===== src/rtl/mem_stream_port.sv =====
// mem_stream_port
//   Streaming front-end for one single-ported coefficient memory bank.
//   LOAD   : accepts a valid/ready input stream and writes DEPTH words to
//            addresses 0..DEPTH-1.
//   UNLOAD : reads the bank at ascending addresses and presents the words on
//            a valid/ready output stream. A 2-entry FIFO absorbs the bank's
//            one-cycle read latency and downstream back-pressure.
//
// Ports
//   clk, rst                  clock, synchronous active-high reset
//   start_load, start_unload  transfer start pulses (honoured only when idle)
//   busy, done                busy while transferring; done pulses at the end
//   s_data/s_valid/s_ready    input stream (LOAD)
//   m_data/m_valid/m_ready    output stream (UNLOAD)
//   mem_di/mem_addr/mem_en/mem_we  bank control pins
//   mem_do                    bank read data, valid the cycle after a read
module mem_stream_port #(
   parameter int WIDTH = 8,
   parameter int DEPTH = 64,
   localparam int AW = $clog2(DEPTH)
) (
   input  logic             clk,
   input  logic             rst,
   input  logic             start_load,
   input  logic             start_unload,
   output logic             busy,
   output logic             done,
   input  logic [WIDTH-1:0] s_data,
   input  logic             s_valid,
   output logic             s_ready,
   output logic [WIDTH-1:0] m_data,
   output logic             m_valid,
   input  logic             m_ready,
   output logic [WIDTH-1:0] mem_di,
   output logic [AW-1:0]    mem_addr,
   output logic             mem_en,
   output logic             mem_we,
   input  logic [WIDTH-1:0] mem_do
);

   localparam logic [1:0] ST_IDLE   = 2'd0;
   localparam logic [1:0] ST_LOAD   = 2'd1;
   localparam logic [1:0] ST_UNLOAD = 2'd2;

   localparam logic [AW-1:0] LAST_ADDR = AW'(DEPTH - 1);

   logic [1:0]       state_q, state_d;
   logic [AW-1:0]    addr_q, addr_d;     // bank address counter
   logic [AW-1:0]    xfer_q, xfer_d;     // words popped during UNLOAD
   logic             rd_all_q, rd_all_d; // all DEPTH reads have been issued
   logic             infl_q, infl_d;     // read issued last cycle, data on mem_do now
   logic [1:0]       occ_q, occ_d;       // FIFO occupancy
   logic             rd_ptr_q, rd_ptr_d;
   logic             wr_ptr_q, wr_ptr_d;
   logic [WIDTH-1:0] fifo_q [2];
   logic [WIDTH-1:0] fifo_d [2];
   logic             done_q, done_d;

   logic             wr;
   logic             rd_issue;
   logic             pop;
   logic             push;
   logic [2:0]       level;

   assign m_valid = (occ_q != 2'd0);
   assign m_data  = fifo_q[rd_ptr_q];
   assign busy    = (state_q != ST_IDLE);
   assign done    = done_q;
   assign s_ready = (state_q == ST_LOAD);

   assign pop  = (state_q == ST_UNLOAD) && m_valid && m_ready;
   assign push = infl_q;
   assign wr   = (state_q == ST_LOAD) && s_valid;

   // Entries that will still be held once this cycle's pop and the pending
   // in-flight push settle; a new read is only safe while that is below 2.
   assign level    = 3'(occ_q) + 3'(infl_q) - 3'(pop);
   assign rd_issue = (state_q == ST_UNLOAD) && !rd_all_q && (level < 3'd2);

   always_comb begin
      mem_en   = wr || rd_issue;
      mem_we   = wr;
      mem_addr = busy ? addr_q : '0;
      mem_di   = (state_q == ST_LOAD) ? s_data : '0;
   end

   always_comb begin
      state_d  = state_q;
      addr_d   = addr_q;
      xfer_d   = xfer_q;
      rd_all_d = rd_all_q;
      infl_d   = 1'b0;
      occ_d    = occ_q;
      rd_ptr_d = rd_ptr_q;
      wr_ptr_d = wr_ptr_q;
      fifo_d   = fifo_q;
      done_d   = 1'b0;

      case (state_q)
         ST_IDLE: begin
            if (start_load) begin
               state_d = ST_LOAD;
            end else if (start_unload) begin
               state_d = ST_UNLOAD;
            end
         end

         ST_LOAD: begin
            if (wr) begin
               addr_d = addr_q + 1'b1;
               if (addr_q == LAST_ADDR) begin
                  state_d = ST_IDLE;
                  done_d  = 1'b1;
               end
            end
         end

         ST_UNLOAD: begin
            infl_d = rd_issue;
            if (rd_issue) begin
               addr_d = addr_q + 1'b1;
               if (addr_q == LAST_ADDR) begin
                  rd_all_d = 1'b1;
               end
            end
            if (push) begin
               fifo_d[wr_ptr_q] = mem_do;
               wr_ptr_d         = ~wr_ptr_q;
            end
            if (pop) begin
               rd_ptr_d = ~rd_ptr_q;
               xfer_d   = xfer_q + 1'b1;
               if (xfer_q == LAST_ADDR) begin
                  state_d  = ST_IDLE;
                  done_d   = 1'b1;
                  rd_all_d = 1'b0;
               end
            end
            occ_d = occ_q + 2'(push) - 2'(pop);
         end

         default: begin
            state_d = ST_IDLE;
         end
      endcase
   end

   always_ff @(posedge clk) begin
      if (rst) begin
         state_q  <= ST_IDLE;
         addr_q   <= '0;
         xfer_q   <= '0;
         rd_all_q <= 1'b0;
         infl_q   <= 1'b0;
         occ_q    <= '0;
         rd_ptr_q <= 1'b0;
         wr_ptr_q <= 1'b0;
         fifo_q   <= '{default: '0};
         done_q   <= 1'b0;
      end else begin
         state_q  <= state_d;
         addr_q   <= addr_d;
         xfer_q   <= xfer_d;
         rd_all_q <= rd_all_d;
         infl_q   <= infl_d;
         occ_q    <= occ_d;
         rd_ptr_q <= rd_ptr_d;
         wr_ptr_q <= wr_ptr_d;
         fifo_q   <= fifo_d;
         done_q   <= done_d;
      end
   end

endmodule


===== config.mk =====
export PLATFORM = sky130hd
export DESIGN_NAME = mem_stream_port
export DESIGN_NICKNAME = d
export VERILOG_FILES = /design/src/rtl/mem_stream_port.sv
export SDC_FILE = /design/constraint.sdc
export NUM_CORES = 1
export LEC_CHECK = 0
export CAP_MARGIN = 20
export CORE_MARGIN = 2
export CORE_UTILIZATION = 40
export DETAILED_ROUTE_END_ITERATION = 6
export PLACE_DENSITY = 0.69
export SETUP_SLACK_MARGIN = 0.5
export SYNTH_ARGS = -nofsm -noshare
export SYNTH_HDL_FRONTEND = slang
export SYNTH_SLANG_ARGS = --single-unit

===== constraint.sdc =====
create_clock -name clk -period 3.5 [get_ports clk]
set_clock_uncertainty 0.2 [all_clocks]
set_input_delay 0.7 -clock clk [delete_from_list [all_inputs] [get_ports clk]]
set_output_delay 0.7 -clock clk [all_outputs]
set_load 0.02 [all_outputs]

======== After elaboration in Yosys (flattened, before gate mapping) ========
Index checks and enable logic that the tools add are counted.
storage, ports and cells
  flip-flop bits (word level) ............. 37
  logic and storage cells ................. 80
  input bits .............................. 22
  output and inout bits ................... 28
operators by class
  bitwise operators ....................... 5
  eq/ne operators ......................... 10
  multiplexer cells ....................... 27
  add/sub/neg operators ................... 6
  reduce and logical (&&, ||, !) cells .... 17
  $lt $le $gt $ge ......................... 4
operators with widths
  cell                                                         number
  2-to-1 mux 8 bit                                             5
  2-to-1 mux 6 bit                                             3
  bitwise mux 16 bit                                           1
  adder 6 x 1 -> 6 bit (second input constant)                 2
  equality test 6 bit (second input constant)                  2
  2-to-1 mux 2 bit                                             6
  one-hot mux 6 bit (2 select lines)                           1
  demux 8 bit (select 1 bit)                                   1
  2-to-1 mux 1 bit                                             8
  logical AND 1 bit                                            6
  != test 2 x 1 -> 1 bit (second input constant)               3
  one-hot mux 2 bit (3 select lines)                           1
  nonzero test 2 bit                                           3
  AND reduction 5 bit                                          1
  >= comparator 2 bit (second input constant)                  2
  != test 2 bit (second input constant)                        2
  inverter 1 -> 2 bit                                          2
  AND reduction 2 bit                                          2
  adder 2 x 1 -> 3 bit                                         1
  less-than comparator 3 x 2 -> 1 bit (second input constant)  1
  != test 3 bit (second input constant)                        1
  inverter 1 bit                                               3
  AND reduction 3 bit                                          1
  subtractor 3 x 1 -> 3 bit                                    1
  10 further kinds                                             10

======== Longest topological paths before layout ========
Gate-level depths: netlist of the first run.
  depth in word-level cells ............... 9
  mapped depth ............................ 13

======== Least setup slack after synthesis of the first run ========
Ideal clock, no wire load.
  path kind ............................... register to output
  start ................................... reg state_q[0]
  end ..................................... out mem_en
  path slack .............................. 0.394 ns
  arrival time ............................ 2.206 ns
  buffers on the path ..................... 1
  required time ........................... 2.600 ns
  stages on the path, launching flop included .. 12
  path through ............................ dfxtp_1 -> inv_1 -> ha_1 -> buf_2 -> o211a_1 -> nand2b_1 -> nand2_1 -> ha_1 -> fa_1 -> nor2_1 -> nand3_1 -> nand2b_1
between the ends
  longest elaborated chain between the ends .. 7
ends and longest elaborated chain
  item                                 RTL line  source
  start: declaration                   47        logic [1:0] state_q, state_d;
  start signal: assignment             161       state_q <= state_d;
  equality test 2 bit                  71        assign pop = (state_q == ST_UNLOAD) && m_valid && m_ready;
  logical AND 1 bit (2 in series)      71
  subtractor 3 x 1 -> 3 bit            77        assign level = 3'(occ_q) + 3'(infl_q) - 3'(pop);
  net level[1]                         63        logic [2:0] level;
  less-than comparator 3 x 2 -> 1 bit  78        assign rd_issue = (state_q == ST_UNLOAD) && !rd_all_q && (level < 3'd2);
  logical AND 1 bit                    78
  logical OR 1 bit                     81        mem_en = wr || rd_issue;
  end: declaration                     36        output logic mem_en,
The timed path passes the listed nets, and every way through them passes these cells.

======== Worst setup path after layout of the first run ========
Same ends and word-level chain as after synthesis.

==> results by group, run 1 <==
Outcome
  – Outcome: finished clean

Logic synthesis
  – Yosys cell types: 34
  – Syn_nets: 238
  – Post-synthesis sequential area ratio: 0.411
  – Number of synthesized flops with an enable pin: 0
  – Main synth FF type: dfxtp_1
  – Top cells by area, synth: dfxtp_1 (41%), nand2_1 (5.6%), mux2i_1 (5.6%)
  – Yosys warns: 0
  – Post-synth top area share: 0.411
  – Ys async rst share: 0
  – Area of the mapped netlist: 0.00180 mm²
  – Synth area leader: dfxtp_1
  – FF+latch count, synth: 37
  – Mapped Cells: around 210
  – Commonest cells post-synth: dfxtp_1 (37), nand2_1 (27), nor2_1 (19)
  – Syn_area_per_cell: between 8 and 9 µm²
  – Most frequent cell after synthesis: dfxtp_1

Global route
  – Vias in the first global route: around 1600
  – First-pass GRT wire length: 6980 µm
  – Initial antenna violation count: 0
  – Largest net degree at the start of global routing: 20
  – Remaining Overflow, GRT: 0
  – Total GRT Usage: 0.170

Drt
  – Final wirelength: between 4000 and 5000 µm
  – Vias per cell: 4.99
  – Drt wl/cell: 12.5 µm
  – Post-DRT Antenna Nets: 0
  – # DRC: 0
  – Via count: 1631
  – Violation count after the first detailed-route iteration: 76
  – DR pass1 iterations: 5

STA
  – Period Utilization, post-route: 0.874
  – F_max: ~330 MHz
  – Slew Viols, Final: 0
  – Final setup TNS: 0 ns
  – Hold Fails Final Rpt: 0
  – Final Worst Setup Slack: ~0.44 ns
  – Finish-stage setup viols: 0
  – Worst Tran Pin Value: 0.724 ns
  – Final min period: 3.06 ns
  – Hold slack: roughly 0.26 ns
  – Slew margin rel.: 0.515
  – RSZ-0062 raised after global routing: true

CTS
  – Clock-pin slew on the worst setup and hold paths: about 0.070 ns
  – CTS tree: built
  – Root Buffer: clkbuf_8
  – H-tree levels: 2
  – CTS buffer count: 5
  – Clk Latency, worst-skew pair: around 0.29 ns
  – CTS Buffer Depth: 2
  – Sink Count: 37
  – Cts hold-fix bufs: 0

Power and ir drop
  – Switching power: between 300 and 400 µW
  – Flop pwr share: 0.396
  – Clock power share: 0.244
  – Internal Power: about 800 µW
  – PD cells: around 450 mW/mm²
  – Combinational power share: 0.359
  – Switching share of power: 0.327
  – Leak: 0.00100 µW
  – Maximum vdd drop: around 0.27 mV

Min path
  – HP Class: register to register
  – Hold path cells: 2
  – Min-delay src: fifo_q[14]$_SDFFE_PP0P_

Setup path
  – CP Data Required Time: approximately 2.6 ns
  – Worst path depth: 11
  – RR Startpoint: state_q[0]$_SDFFE_PP0P_
  – Crit end category: primary output
  – Worst-path cell with the longest stage delay: fa_2
  – R2r setup slk: about 0.58 ns
  – CP Data Arrival Time: 2.16 ns
  – Worst path max stage delay: 0.56 ns
  – CP bufs+invs: 2
  – Worst R2R Path Depth: 16
  – Critical Path Source: state_q[0]$_SDFFE_PP0P_
  – CP cell instances: inv_2, ha_4, o211a_4, nand2b_4, nand2_4, ha_4, fa_2, nor2_4, nand3_2, nand2b_1, buf_6
  – Critical path class: register to primary output
  – Critical Path Start Type: register
  – Family of cells with the greatest summed delay on the critical path: adder cells
  – Most used cell, CP: ha_4
  – CP Max Fanout: 3

Finish
  – Post-Route Utilization: 0.603
  – Antenna diode count: 0
  – Final nets: approximately 300
  – Final Instance Area: 0.00263 mm²
  – P&R area growth vs syn: 45.6%
  – Layout cell share with drive strength beyond 1: 0.185

Placement
  – Detailed Place HPWL: approximately 3000 µm
  – DP Area: 0.00241 mm²
  – Port bufs: 49
  – Pre-CTS setup slack: -0.506 ns
  – Routability congestion estimate: between 0.7 and 0.8

Floorplan
  – Row count: 24
  – # IOs: 50
  – Starting Density: 0.414
  – Die Wd: about 70 µm
  – Die area: 0.00506 mm²
  – Die height: 71.1 µm
  – Core area: 0.00435 mm²

Flow run
  – Max-cap violation count: 0
through the flow:
| step | cells | power, µW |
|---|---|---|
| floorplan | 209 | 694 |
| global placement | 311 | 845 |
| detailed placement | 311 | 850 |
| CTS | 325 | 1160 |
| global route | 327 | 1240 |
| finish | 327 | 1170 |
worst paths after layout:
check | to
setup / recovery | mem_en
setup reg to reg | addr_q[3]$_SDFFE_PP0P_
hold / removal | fifo_q[14]$_SDFFE_PP0P_
hold reg to reg | fifo_q[14]$_SDFFE_PP0P_
timing repair:
| item | CTS | global route |
|---|---|---|
| gates resized for setup | 24 | 3 |
| pin swaps | 5 | 8 |
| setup endpoints to repair | 7 | 7 |
| setup buffers | 6 | 2 |
logic make-up (layout without fill, tap and decap cells):
| kind of cell | Yosys count | in the layout | share of synthesized area |
|---|---|---|---|
| AO/OA/AOI/OAI | 36 | 36 | 0.119 |
| XOR/XNOR | 6 | 6 | 0.0292 |
| adder cells (fa/ha/maj) | 7 | 7 | 0.0527 |
| buffers and inverters | 14 | 80 | 0.0340 |
| flip-flops | 37 | 37 | 0.411 |
| multiplexers | 18 | 18 | 0.105 |
| AND/OR/NAND/NOR | 91 | 91 | 0.248 |
routing by layer:
layer  GRT usage  routed length [µm]  vias to the layer above  share of wire
met5           0                   0                        -              0
met4      0.0503                  47                        0          0.011
met3      0.0299                  97                        5          0.024
met2       0.296                2100                       18           0.51
met1       0.216                1850                      760           0.45
li1            -                   -                      848              -
power by group through the flow:
stage                     clock [µW]  sequential, µW  combinational (µW)
after global routing             313             468                 460
after global placement             0             471                 375
final                            287             466                 422
after detailed placement           0             471                 379
after floorplan                    0             465                 229
after CTS                        291             467                 407
registers in the layout, indices dropped and copies added (netlist names):
| register | cells |
|---|---|
| occ_q | 2 |
| state_q | 2 |
| rd_all_q | 1 |
| fifo_q | 16 |
| wr_ptr_q | 1 |
| done | 1 |
| addr_q | 6 |
| rd_ptr_q | 1 |
| xfer_q | 6 |
| infl_q | 1 |
tightest hold or removal path, delay by kind of cell, from the launching register on:
| kind | cells | cell delay, ns |
|---|---|---|
| AO/OA/AOI/OAI | 1 | 0.05 |
| AND/OR/NAND/NOR | 1 | 0.05 |
| flip-flops | 1 | 0.31 |
area by class of cell:
class                      instances  area, µm²
inverter                           5       18.8
clock buffer                       6       72.6
tap                               52       65.1
multi-input combinational        158       1090
fill                             397       1730
timing repair buffer              67        626
clock inverter                     2       10.0
sequential                        37        743
layout by cell type, fill, tap and decap left out, types with 7 or more instances in the layout:
| master | count |
|---|---|
| clkdlybuf4s50_1 | 47 |
| dfxtp_1 | 35 |
| nand2_1 | 26 |
| nor2_1 | 18 |
| a21oi_1 | 17 |
| buf_4 | 17 |
| mux2i_1 | 10 |
| and2_1 | 9 |
| nor2b_1 | 8 |
| mux2_2 | 8 |
| o21ai_0 | 7 |
Note: power is estimated with default switching activity, not from simulation.
==> inputs of run 2 (changes only) <==
CORE_UTILIZATION = 47   (was 40)
PLACE_DENSITY = 0.79   (was 0.69)
SLEW_MARGIN = 20   (was default)
==> run 2 against run 1 <==
Against the previous run: core utilization is 13 points higher; highest routed layer unchanged; sequential power is essentially flat; critical endpoint unchanged; combinational power up 2%; non-clock buffer count unchanged; sequential share of layout area down 0.52 points.
==> results by group, run 2 (same netlist as run 1, synthesis figures left out) <==
Global route
  – Initial antenna violation count: 0 (unchanged)
  – First-pass GRT wire length: 6720 µm (-3.8%)
  – Largest net degree at the start of global routing: 23 (+15%)
  – Vias in the first global route: 1590 (+0.38%)
  – Remaining Overflow, GRT: 0 (unchanged)
  – Total GRT Usage: 0.201 (+0.0310)

Drt
  – Violation count after the first detailed-route iteration: 63 (-17%)
  – Vias per cell: 5.23 (+4.8%)
  – Final wirelength: 4210 µm (+2.5%)
  – Drt wl/cell: 13.0 µm (+3.8%)
  – DR pass1 iterations: 4 (-1)
  – Post-DRT Antenna Nets: 0 (unchanged)
  – Via count: 1689 (+3.6%)
  – # DRC: 0 (unchanged)

Outcome
  – Outcome: finished clean

Finish
  – Final Instance Area: 0.00267 mm² (+1.7%)
  – Most frequent cells in the layout: clkdlybuf4s50_1 (47), dfxtp_1 (36), nand2_1 (26)
  – Max FFs per register: 16 (unchanged)
  – Layout cell share with drive strength beyond 1: 0.189 (+0.00364)
  – Commonest non-fill, non-tap cell in the layout: clkdlybuf4s50_1
  – Final Instance Count excl. Fillers: 323 (-1.2%)
  – FILL cells: 279 (-30%)
  – P&R area growth vs syn: 48.1%
  – Top flop regs: fifo_q (16), addr_q (6), xfer_q (6)
  – Final nets: 303 (unchanged)
  – Antenna diode count: 0 (unchanged)
  – Most flop-heavy register: fifo_q

CTS
  – Clock-pin slew on the worst setup and hold paths: 0.07 ns (about the same)
  – Clk Latency, worst-skew pair: 0.29 ns (about the same)
  – CTS buffer count: 5 (unchanged)
  – Root Buffer: clkbuf_8
  – Sink Count: 37 (unchanged)
  – H-tree levels: 2 (unchanged)
  – CTS Buffer Depth: 2 (unchanged)
  – CTS tree: built

Power and ir drop
  – Switching power: 392 µW (+2.2%)
  – Maximum vdd drop: 0.384 mV (+41%)
  – Tot Pwr: 1280 µW (+9.1%)
  – Internal Power: 889 µW (+12%)
  – Leak: 0.00102 µW (+2.1%)
  – Flop pwr share: 0.363 (-0.033)
  – Clock power share: 0.302 (+0.058)
  – PD cells: 480 mW/mm² (+7.2%)
  – Combinational power share: 0.335 (-0.024)
  – Switching share of power: 0.306 (-0.0206)

Floorplan
  – Die area: 0.00435 mm² (-14%)
  – Core area: 0.00366 mm² (-16%)
  – Die Wd: 65.9 µm (-7.3%)
  – Die height: 65.9 µm (-7.3%)
  – Row count: 22 (-8.3%)
  – # IOs: 50 (unchanged)
  – Starting Density: 0.492 (+0.0784)

Min path
  – Hold path cells: 2 (unchanged)
  – HP Class: register to register
  – Hold endpoint: fifo_q[14]$_SDFFE_PP0P_
  – Min-delay src: fifo_q[14]$_SDFFE_PP0P_

STA
  – Final Worst Setup Slack: 0.366 ns (-0.0753 ns)
  – Final min period: 3.13 ns (+0.0753 ns)
  – RSZ-0062 raised after global routing: true
  – Period Utilization, post-route: 0.895 (+0.0215)
  – Final setup TNS: 0 ns (unchanged)
  – Worst Tran Pin Value: 0.791 ns (+0.0662 ns)
  – Slew margin rel.: 0.471 (-0.0443)
  – Slew Viols, Final: 0 (unchanged)
  – F_max: 319 MHz (-2.4%)
  – Hold Fails Final Rpt: 0 (unchanged)
  – Finish-stage setup viols: 0 (unchanged)

Setup path
  – CP Max Fanout: 4 (+1)
  – Critical path class: register to primary output
  – Worst path max stage delay: 0.47 ns (-0.09 ns)
  – Most used cell, CP: ha_4
  – Critical Path Start Type: register
  – Worst-path cell with the longest stage delay: fa_1
  – CP Data Arrival Time: 2.23 ns (+0.07 ns)
  – RR Startpoint: state_q[0]$_SDFFE_PP0P_
  – Worst R2R Path Depth: 15 (-1)
  – Crit end category: primary output
  – CP bufs+invs: 2 (unchanged)
  – R2R Path End: addr_q[5]$_SDFFE_PP0P_
  – Family of cells with the greatest summed delay on the critical path: adder cells
  – CP Data Required Time: 2.60 ns (about the same)
  – R2r setup slk: 0.52 ns (-0.06 ns)
  – CP cell instances: inv_2, ha_4, o211a_4, nand2b_4, nand2_4, ha_4, fa_1, nor2_2, nand3_2, nand2b_1, buf_6

Flow run
  – Max-cap violation count: 0 (unchanged)

Placement
  – DP Area: 0.00240 mm² (-0.52%)
  – Routability congestion estimate: 0.811 (+6.3%)
  – Inst Count DP: 306 (-1.6%)
  – Pre-CTS setup slack: -0.459 ns (+0.0470 ns)
  – Port bufs: 49 (unchanged)
  – Detailed Place HPWL: 2840 µm (-4.3%)
==> run 2: power groups by stage <==
stage / clock network (µW) / logic (µW) / registers [µW]
2_1_floorplan: 0 / 229 / 465
3_3_place_gp: 0 / 370 / 471
3_5_place_dp: 0 / 375 / 470
4_1_cts: 391 / 415 / 464
5_1_grt: 408 / 464 / 467
6_report: 387 / 429 / 465
==> run 2: per-layer routing <==
layer | part of all wire | global-route usage | vias up
li1 | - | - | 844
met1 | 0.43 | 0.226 | 814
met2 | 0.52 | 0.367 | 22
met3 | 0.023 | 0.0358 | 9
met4 | 0.022 | 0.0918 | 0
met5 | 0 | 0 | -
==> run 2: worst min-delay path, stage by stage, from the launching register on <==
cell,delay [ns]
dfxtp_1,0.31
nand2_1,0.05
a21oi_1,0.05
==> run 2: area by class of cell <==
type | count | area (µm²) | area share
sequential | 37 | 742 | 0.278
inverter | 5 | 18.8 | 0.00703
clock inverter | 2 | 37.5 | 0.0141
tap | 48 | 60.1 | 0.0225
timing repair buffer | 67 | 641 | 0.240
multi-input combinational | 158 | 1090 | 0.408
clock buffer | 6 | 82.6 | 0.0309
==> run 2: what timing repair did <==
item / CTS / global route
setup endpoints to repair: 7 / 7
resized for setup: 20 / 10
buffers inserted: 7 / 2
hold buffers: 0 / 0
gates cloned: 0 / 0
pin swaps: 4 / 11
==> run 2: per-stage QoR <==
stage	util	hold WS (ns)
finish	0.729	0.259
CTS	0.714	0.261
global placement	0.654	0.241
floorplan	-	0.234
global route	0.729	0.272
detailed placement	0.654	0.248
==> run 2: worst max-delay path by stage <==
stage	from	to	cells after the start	slack, ns
3_5_place_dp	m_ready	mem_en	10	-0.46
5_1_grt	state_q[0]$_SDFFE_PP0P_	mem_en	11	0.28
6_report	state_q[0]$_SDFFE_PP0P_	mem_en	11	0.37
4_1_cts	state_q[0]$_SDFFE_PP0P_	mem_en	11	0.35
3_3_place_gp	m_ready	mem_en	10	-0.40
2_1_floorplan	state_q[0]$_SDFFE_PP0P_	mem_en	11	0.51
